File: src/rtl/dmem_arbiter_pkg.sv
// Shared defaults and port indices for the data-memory arbiter.
package dmem_arbiter_pkg;

  localparam int ADDR_W_DEF   = 6;
  localparam int DATA_W_DEF   = 32;
  localparam int LOCK_MAX_DEF = 8;

  localparam logic PORT_CPU = 1'b0;
  localparam logic PORT_DMA = 1'b1;

endpackage

File: src/rtl/dmem_arbiter_rr_pick.sv
// Combinational two-way picker: lock retention first, then single request, then round-robin.
module dmem_rr_pick
  import dmem_arbiter_pkg::*;
(
  input  logic req0,
  input  logic req1,
  input  logic last,
  input  logic lock_ok,
  output logic gnt0,
  output logic gnt1
);

  // Port 1 wins on a live lock, when alone, or when port 0 was served last.
  assign gnt1 = req1 && (lock_ok || !req0 || (last == PORT_CPU));
  assign gnt0 = req0 && !gnt1;

endmodule

File: src/rtl/dmem_arbiter.sv
// Two-port arbiter in front of the single-port 64x32 data memory, with bounded lock for port 1.
// Optional conflict counter built only when DMEM_ARB_PERF_EN is defined.
module dmem_arbiter
  import dmem_arbiter_pkg::*;
#(
  parameter int ADDR_W   = ADDR_W_DEF,
  parameter int DATA_W   = DATA_W_DEF,
  parameter int LOCK_MAX = LOCK_MAX_DEF
) (
  input  logic              Clock,
  input  logic              Reset,
  input  logic              req0,
  input  logic              we0,
  input  logic [ADDR_W-1:0] addr0,
  input  logic [DATA_W-1:0] wdata0,
  output logic              gnt0,
  output logic              rvalid0,
  output logic [DATA_W-1:0] rdata0,
  input  logic              req1,
  input  logic              we1,
  input  logic [ADDR_W-1:0] addr1,
  input  logic [DATA_W-1:0] wdata1,
  output logic              gnt1,
  output logic              rvalid1,
  output logic [DATA_W-1:0] rdata1,
  input  logic              lock1,
  output logic              MemoryRead,
  output logic              MemoryWrite,
  output logic [ADDR_W-1:0] Address,
  output logic [DATA_W-1:0] WriteData,
  input  logic [DATA_W-1:0] ReadData,
  output logic [31:0]       conflict_cnt
);

  localparam logic [7:0] LOCK_CAP = 8'(LOCK_MAX);

  logic       last;
  logic       lock_act;
  logic [7:0] lock_cnt;
  logic       lock_ok;
  logic       pick0;
  logic       pick1;
  logic       rv0;
  logic       rv1;

  assign lock_ok = lock_act && lock1 && (lock_cnt < LOCK_CAP);

  // Requests are masked during reset so no grant or memory enable can escape.
  dmem_rr_pick u_pick (
    .req0    (req0 && !Reset),
    .req1    (req1 && !Reset),
    .last    (last),
    .lock_ok (lock_ok),
    .gnt0    (pick0),
    .gnt1    (pick1)
  );

  assign gnt0 = pick0;
  assign gnt1 = pick1;

  always_comb begin
    MemoryRead  = 1'b0;
    MemoryWrite = 1'b0;
    Address     = '0;
    WriteData   = '0;
    if (pick0) begin
      MemoryRead  = !we0;
      MemoryWrite = we0;
      Address     = addr0;
      WriteData   = wdata0;
    end else if (pick1) begin
      MemoryRead  = !we1;
      MemoryWrite = we1;
      Address     = addr1;
      WriteData   = wdata1;
    end
  end

  always_ff @(posedge Clock or posedge Reset) begin
    if (Reset) begin
      last     <= PORT_DMA;
      lock_act <= 1'b0;
      lock_cnt <= '0;
      rv0      <= 1'b0;
      rv1      <= 1'b0;
    end else begin
      if (pick0) begin
        last <= PORT_CPU;
      end else if (pick1) begin
        last <= PORT_DMA;
      end
      rv0      <= pick0 && !we0;
      rv1      <= pick1 && !we1;
      lock_act <= pick1 && lock1;
      // Count locked grants; holds at the cap so an uncontested lock keeps streaming.
      if (pick1 && lock1) begin
        if (!lock_act) begin
          lock_cnt <= 8'd1;
        end else if (lock_cnt < LOCK_CAP) begin
          lock_cnt <= lock_cnt + 8'd1;
        end
      end else begin
        lock_cnt <= '0;
      end
    end
  end

  assign rvalid0 = rv0;
  assign rvalid1 = rv1;
  assign rdata0  = rv0 ? ReadData : '0;
  assign rdata1  = rv1 ? ReadData : '0;

`ifdef DMEM_ARB_PERF_EN
  logic [31:0] conflict_q;

  always_ff @(posedge Clock or posedge Reset) begin
    if (Reset) begin
      conflict_q <= '0;
    end else if (req0 && req1 && (conflict_q != 32'hFFFF_FFFF)) begin
      conflict_q <= conflict_q + 32'd1;
    end
  end

  assign conflict_cnt = conflict_q;
`else
  assign conflict_cnt = '0;
`endif

endmodule

File: config.mk
export PLATFORM = sky130hd
export DESIGN_NAME = dmem_arbiter
export DESIGN_NICKNAME = d
export VERILOG_FILES = /design/src/rtl/dmem_arbiter_pkg.sv /design/src/rtl/dmem_arbiter_rr_pick.sv /design/src/rtl/dmem_arbiter.sv
export SDC_FILE = /design/constraint.sdc
export NUM_CORES = 1
export LEC_CHECK = 0
export CAP_MARGIN = 20
export CORE_AREA = 2 2 98 100
export DETAILED_ROUTE_END_ITERATION = 16
export DIE_AREA = 0 0 100 102
export PLACE_DENSITY_LB_ADDON = 0.3
export SYNTH_ARGS = -nofsm -noshare
export SYNTH_HDL_FRONTEND = slang
export SYNTH_SLANG_ARGS = --single-unit
export TNS_END_PERCENT = 20
File: constraint.sdc
create_clock -name Clock -period 3.1 [get_ports Clock]
set_input_delay 0.62 -clock Clock [delete_from_list [all_inputs] [get_ports Clock]]
set_output_delay 0.62 -clock Clock [all_outputs]
set_load 0.01 [all_outputs]
# ---- Word-level counts from Yosys, hierarchy flattened
# Index checks and enable logic that the tools add are counted.
dict set report classes {
  addsub 1
  mul 0
  div 0
  magnitude_cmp 1
  n_eq_ne 1
  n_shift 0
  n_mux 15
  bitwise 1
  reduce_logical 17
}
# operator count
set op_table {}
lappend op_table {{$mux 32} 4}
lappend op_table {{$mux 8} 3}
lappend op_table {{$mux 6} 2}
lappend op_table {{$logic_and 1x1->1} 9}
lappend op_table {{$add 8x1->8 const B} 1}
lappend op_table {{$lt 8x4->1 const B} 1}
lappend op_table {{$mux 1} 6}
lappend op_table {{$logic_not 1->1} 5}
lappend op_table {{$ne 3x3->1 const B} 1}
lappend op_table {{$logic_or 1x1->1} 2}
lappend op_table {{$reduce_bool 2->1} 1}
lappend op_table {{$not 1->1} 1}
dict set report totals {
  ff_bits 12
  latch_bits 0
  mem_bits_rw 0
  romBits 0
  in_bits 115
  out_inout_bits 140
  word_cells 41
  memories 0
}

# ---- Logic depth before layout (Yosys ltp)
dict set report logic_depth {
  word_depth 9
  mapped_depth 6
  mapped_depth_nobuf 5
}

# ---- Hierarchy
# Synthesis repeated with hierarchy kept, for this count alone.
dict set report unflattened {
  cells_unflattened 204
  area_unflattened_um2 1586.5
}
# module n_inst cells_each area_per_inst_um2 seq_area_each_um2
set modules_own_cells {}
lappend modules_own_cells {dmem_arbiter 1 200 1556.5 301.5}
lappend modules_own_cells {dmem_rr_pick 1 4 30.0 0.0}

# ---- Worst setup path before layout
# No wires, ideal clock.
dict set report synth_timing {
  kind {input to output}
  start {input Reset}
  end {output Address[0]}
  t_arrival_ps 1709
  required_time_ps 2480
  slack_ps 771
  cell_stages 5
  n_path_buf 1
  path_cell_list {inv_1 > nand2_1 > o21ai_2 > buf_6 > a22o_1}
}
dict set report synth_between {
  elab_chain_cells 9
  elab_cells_between_ends 11
  classes_between {2 x mux; 9 x reduce/logical}
}
# item line_no
set synth_lines {}
lappend synth_lines {{start, declared} dmem_arbiter.sv:11} ;# input logic Reset,
lappend synth_lines {{$logic_not 1->1 (no line) *} n/a}
lappend synth_lines {{$logic_and 1x1->1} dmem_arbiter.sv:50} ;# .req0 (req0 && !Reset),
lappend synth_lines {{$logic_not 1->1} dmem_arbiter_rr_pick.sv:14} ;# assign gnt1 = req1 && (lock_ok || !req0 || (last == PORT_CPU));
lappend synth_lines {{$logic_or 1x1->1 (2 in a row)} dmem_arbiter_rr_pick.sv:14}
lappend synth_lines {{$logic_and 1x1->1} dmem_arbiter_rr_pick.sv:14}
lappend synth_lines {{$logic_not 1->1} dmem_arbiter_rr_pick.sv:15} ;# assign gnt0 = req0 && !gnt1;
lappend synth_lines {{$logic_and 1x1->1 *} dmem_arbiter_rr_pick.sv:15}
lappend synth_lines {{named net gnt0} dmem_arbiter.sv:16} ;# output logic gnt0,
lappend synth_lines {{$mux 6 *} dmem_arbiter.sv:66} ;# if (pick0) begin
lappend synth_lines {{end, declared} dmem_arbiter.sv:29} ;# output logic [ADDR_W-1:0] Address,
# The timed path passes the listed nets; every way through them passes the cells marked *.

# ---- Final worst setup path
dict set report layout_timing {
  start {input req0}
  end {output WriteData[23]}
}
dict set report layout_between {
  elab_chain_cells 8
  elab_cells_between_ends 9
  classes_between {2 x mux; 7 x reduce/logical}
}
# item line_no
set layout_lines {}
lappend layout_lines {{start, declared} dmem_arbiter.sv:12} ;# input logic req0,
lappend layout_lines {{$logic_and 1x1->1 *} dmem_arbiter.sv:50}
lappend layout_lines {{$logic_not 1->1} dmem_arbiter_rr_pick.sv:14}
lappend layout_lines {{$logic_or 1x1->1 (2 in a row)} dmem_arbiter_rr_pick.sv:14}
lappend layout_lines {{$logic_and 1x1->1} dmem_arbiter_rr_pick.sv:14}
lappend layout_lines {{$logic_not 1->1} dmem_arbiter_rr_pick.sv:15}
lappend layout_lines {{$logic_and 1x1->1} dmem_arbiter_rr_pick.sv:15}
lappend layout_lines {{$mux 32 *} dmem_arbiter.sv:66}
lappend layout_lines {{end, declared} dmem_arbiter.sv:30} ;# output logic [DATA_W-1:0] WriteData,
# Every way passes the cells marked *; elsewhere a longest branch is shown, timed or not.

==> run_results.csv <==
group,metric,value,unit
status,status,"completed",
power,p_sw_frac,0.2987,
worst_setup_path,reg2reg_to,"lock_cnt[0]$_DFFE_PP0P_",
synthesis,synth_top_cell_by_area,"and2_1",
layout,area_growth,145.1,%
timing,tightest_slew,0.5553,ns
power,power_per_cell_area,201.9,mW/mm²
route,remaining_drc_errors,0,
power,peakVddDrop,0.1040,mV
worst_setup_path,worstSetupPathType,"in2out",
worst_setup_path,r2r_cells,4,
power,p_switching,0.2467,mW
timing,rsz0062_at_grt,"no",
worst_setup_path,crit_end,"WriteData[23]",
worst_setup_path,worst_setup_path_end_kind,"primary output",
synthesis,async_flop_share,1.000,
worst_setup_path,required,2.48,ns
power,p_clk_frac,0.203,
floorplan,die_area,0.01020,mm²
timing,fin_skew,0.001070,ns
grt,grt_antenna_before_repair,0,
timing,finalCriticalPeriod,3.049,ns
floorplan,fp-row-count,35,
clock_tree,clkSlewWorstSetupHoldPaths,0.05,ns
worst_setup_path,cpPeakStageDelay,0.43,ns
grt,gr-total-overflow,0,
timing,tns,0,ns
grt,grt_usage,0.1381,
route,first_iter_violations,84,
layout,diodes,0,
synthesis,ys_ff_latch,12,
timing,final_hold_viol_count,0,
route,num_vias,2301,
timing,fmax,328.0,MHz
floorplan,core-area,0.009109,mm²
route,dr.pass1.iters,4,
layout,final_area,0.004091,mm²
synthesis,yosysTopAreaCellShare,0.2586,
placed_design,dp_hpwl,6.641,mm
worst_setup_path,cp_top_family,"buffers and inverters",
floorplan,start_util,0.1832,
synthesis,ys_types,32,
layout,final_nets,556,
power,pwr-share-comb,0.596,
route,final_antenna_net_count,0,
timing,drv_slew,0,
worst_setup_path,cp_max_fo,7,
clock_tree,numCtsBuffers,3,
synthesis,synth_area_leaders,"and2_1 26%, a22o_1 20%, dfrtp_1 16%",
grt,grt_pass1_vias,2203,
power,seqPwrFrac,0.200,
worst_setup_path,r2r-start,"lock_cnt[3]$_DFFE_PP0P_",
worst_setup_path,r2r_slack,1.26,ns
clock_tree,cts_root_buf,"clkbuf_8",
power,internal_power,0.5793,mW
worst_setup_path,path_depth,9,
power,p_leak,1.882,nW
layout,fin_cells,550,
worst_hold_path,hp-class,"reg2reg",
clock_tree,clk_path_buf_depth,2,
clock_tree,cts_tree,"done",
worst_setup_path,critPathSlowestCell,"clkdlybuf4s50_1",
route,vias_per_cell,4.184,
clock_tree,clock_latency,0.24,ns
grt,grt_pass1_wl,11.32,mm
route,routedWlPerCell,15.04,µm
synthesis,ys_seq_area_frac,0.1807,
job,cap_violations,0,
worst_setup_path,cp_cell_sequence,"clkdlybuf4s50_1 -> and3b_2 -> o41ai_4 -> buf_4 -> o21ai_4 -> buf_12 -> clkbuf_16 -> a22o_1 -> dlygate4sd2_1",
placed_design,dp_slack,-0.2268,ns
synthesis,synth_ff_type,"dfrtp_1",
placed_design,dpl_cell_area,0.003954,mm²
timing,worst_slack,0.05149,ns
floorplan,io_pins,255,
worst_setup_path,path_buf_inv,5,
timing,worst_slew_margin_rel,0.6270,
route,drt_wl_total,8.272,mm
grt,grt_max_degree,36,
clock_tree,clkSinkCount,12,
timing,holdWs,0.4795,ns
synthesis,avgSynthCellArea,8.222,µm²
worst_setup_path,crit_path_start,"req0",
timing,fin_crit_sh,0.9834,
worst_setup_path,startpoint_type,"primary input",
placed_design,port_buffers,222,
placed_design,place_inst,539,
synthesis,ys_warn_count,0,
floorplan,die_height,102,µm
floorplan,die_w,100,µm
placed_design,globalplace.congestion,0.8148,
synthesis,synth_enable_flop_cells,0,
worst_setup_path,arrival,2.43,ns
layout,drive_above_1_share,0.08200,
timing,setup_violations,0,
synthesis,netlist_instances,203,
synthesis,syn_area,0.001669,mm²
clock_tree,cts_max_level,1,
## logic make-up (layout without fill, tap and decap cells)
kind of cell             count (synthesis)  after routing  synth area share
AO/OA/AOI/OAI                           46             46            0.2511
buffers and inverters                   50            255            0.2204
AND/OR/NAND/NOR                         93             93            0.3381
adder cells (fa/ha/maj)                  1              1          0.007495
other                                    1             32          0.002247
flip-flops                              12             12            0.1807
## power by group through the flow
stage	combinational [mW]	sequential [mW]	clock, mW
3_5_place_dp	0.494	0.168	0
6_report	0.492	0.165	0.168
3_3_place_gp	0.494	0.168	0
4_1_cts	0.463	0.165	0.175
2_1_floorplan	0.201	0.168	0
5_1_grt	0.527	0.166	0.183
## per-layer routing
metal,share of wire,GRT usage,wire [µm],up-vias
li1,-,-,-,1117
met3,0.098,0.03967,813,8
met1,0.36,0.1497,2970,1019
met5,0,0,0,-
met2,0.53,0.2713,4413,157
met4,0.0089,0.02002,74,0
## layout by cell type (no fill, tap or decap), types with 2 or more instances in the layout
master / n
clkdlybuf4s50_1: 179
and2_1: 69
dlygate4sd2_1: 39
a22o_1: 38
conb_1: 32
buf_4: 16
dfrtp_1: 11
nand2_1: 5
clkbuf_8: 4
buf_6: 4
nor2_1: 3
nand3_1: 3
inv_1: 3
buf_12: 3
nor3_1: 2
and3_1: 2
clkbuf_16: 2
dlymetal6s2s_1: 2
clkdlybuf4s15_1: 2
## worst reg2reg max path, delay by kind of cell (launching register included)
kind / cells / cell delay, ns
AOI/OAI and AO/OA: 1 / 0.32
DFF: 1 / 0.38
and+or+nand+nor: 3 / 1.03
## layout make-up
class	instances	area, µm²
fillers	904	5017
multi-input cells	172	1127
repair buffers	247	2454
clock buffers	4	55.05
inverters	4	15.01
well taps	111	138.9
flip-flops and latches	12	301.5
## worst min-delay path by stage
stage,from,endpoint,cells past startpoint
CTS,last$_DFFE_PP1P_,last$_DFFE_PP1P_,2
finish,last$_DFFE_PP1P_,last$_DFFE_PP1P_,2
global route,lock_cnt[5]$_DFFE_PP0P_,lock_cnt[5]$_DFFE_PP0P_,1
global placement,last$_DFFE_PP1P_,last$_DFFE_PP1P_,2
detailed placement,last$_DFFE_PP1P_,last$_DFFE_PP1P_,2
floorplan,last$_DFFE_PP1P_,last$_DFFE_PP1P_,2
## per-stage QoR
step	util	total power, mW
floorplan	-	0.3690
finish	0.4492	0.8260
global route	0.4492	0.8759
detailed placement	0.4341	0.6619
global placement	0.4341	0.6624
CTS	0.4346	0.8036
## synth_stat cells, drive strengths merged (2+ instances only)
cell	n
nor2	3
nor3	2
and3	2
a22o	38
and2	69
clkbuf	6
or3	2
buf	40
nand3	3
inv	4
nand2	6
dfrtp	11
## what timing repair did
action,in CTS,in global routing
setup buffers,0,2
pin swaps,0,3
hold buffers,0,0
endpoints found under the setup margin,41,40
gates cloned,0,5
gates resized for setup,42,7
## state kept, by name, indices dropped and copies added, names as in the netlist
signal    cells
last          1
rvalid0       1
rvalid1       1
lock_act      1
lock_cnt      8
(Power assumes the default switching activity.)
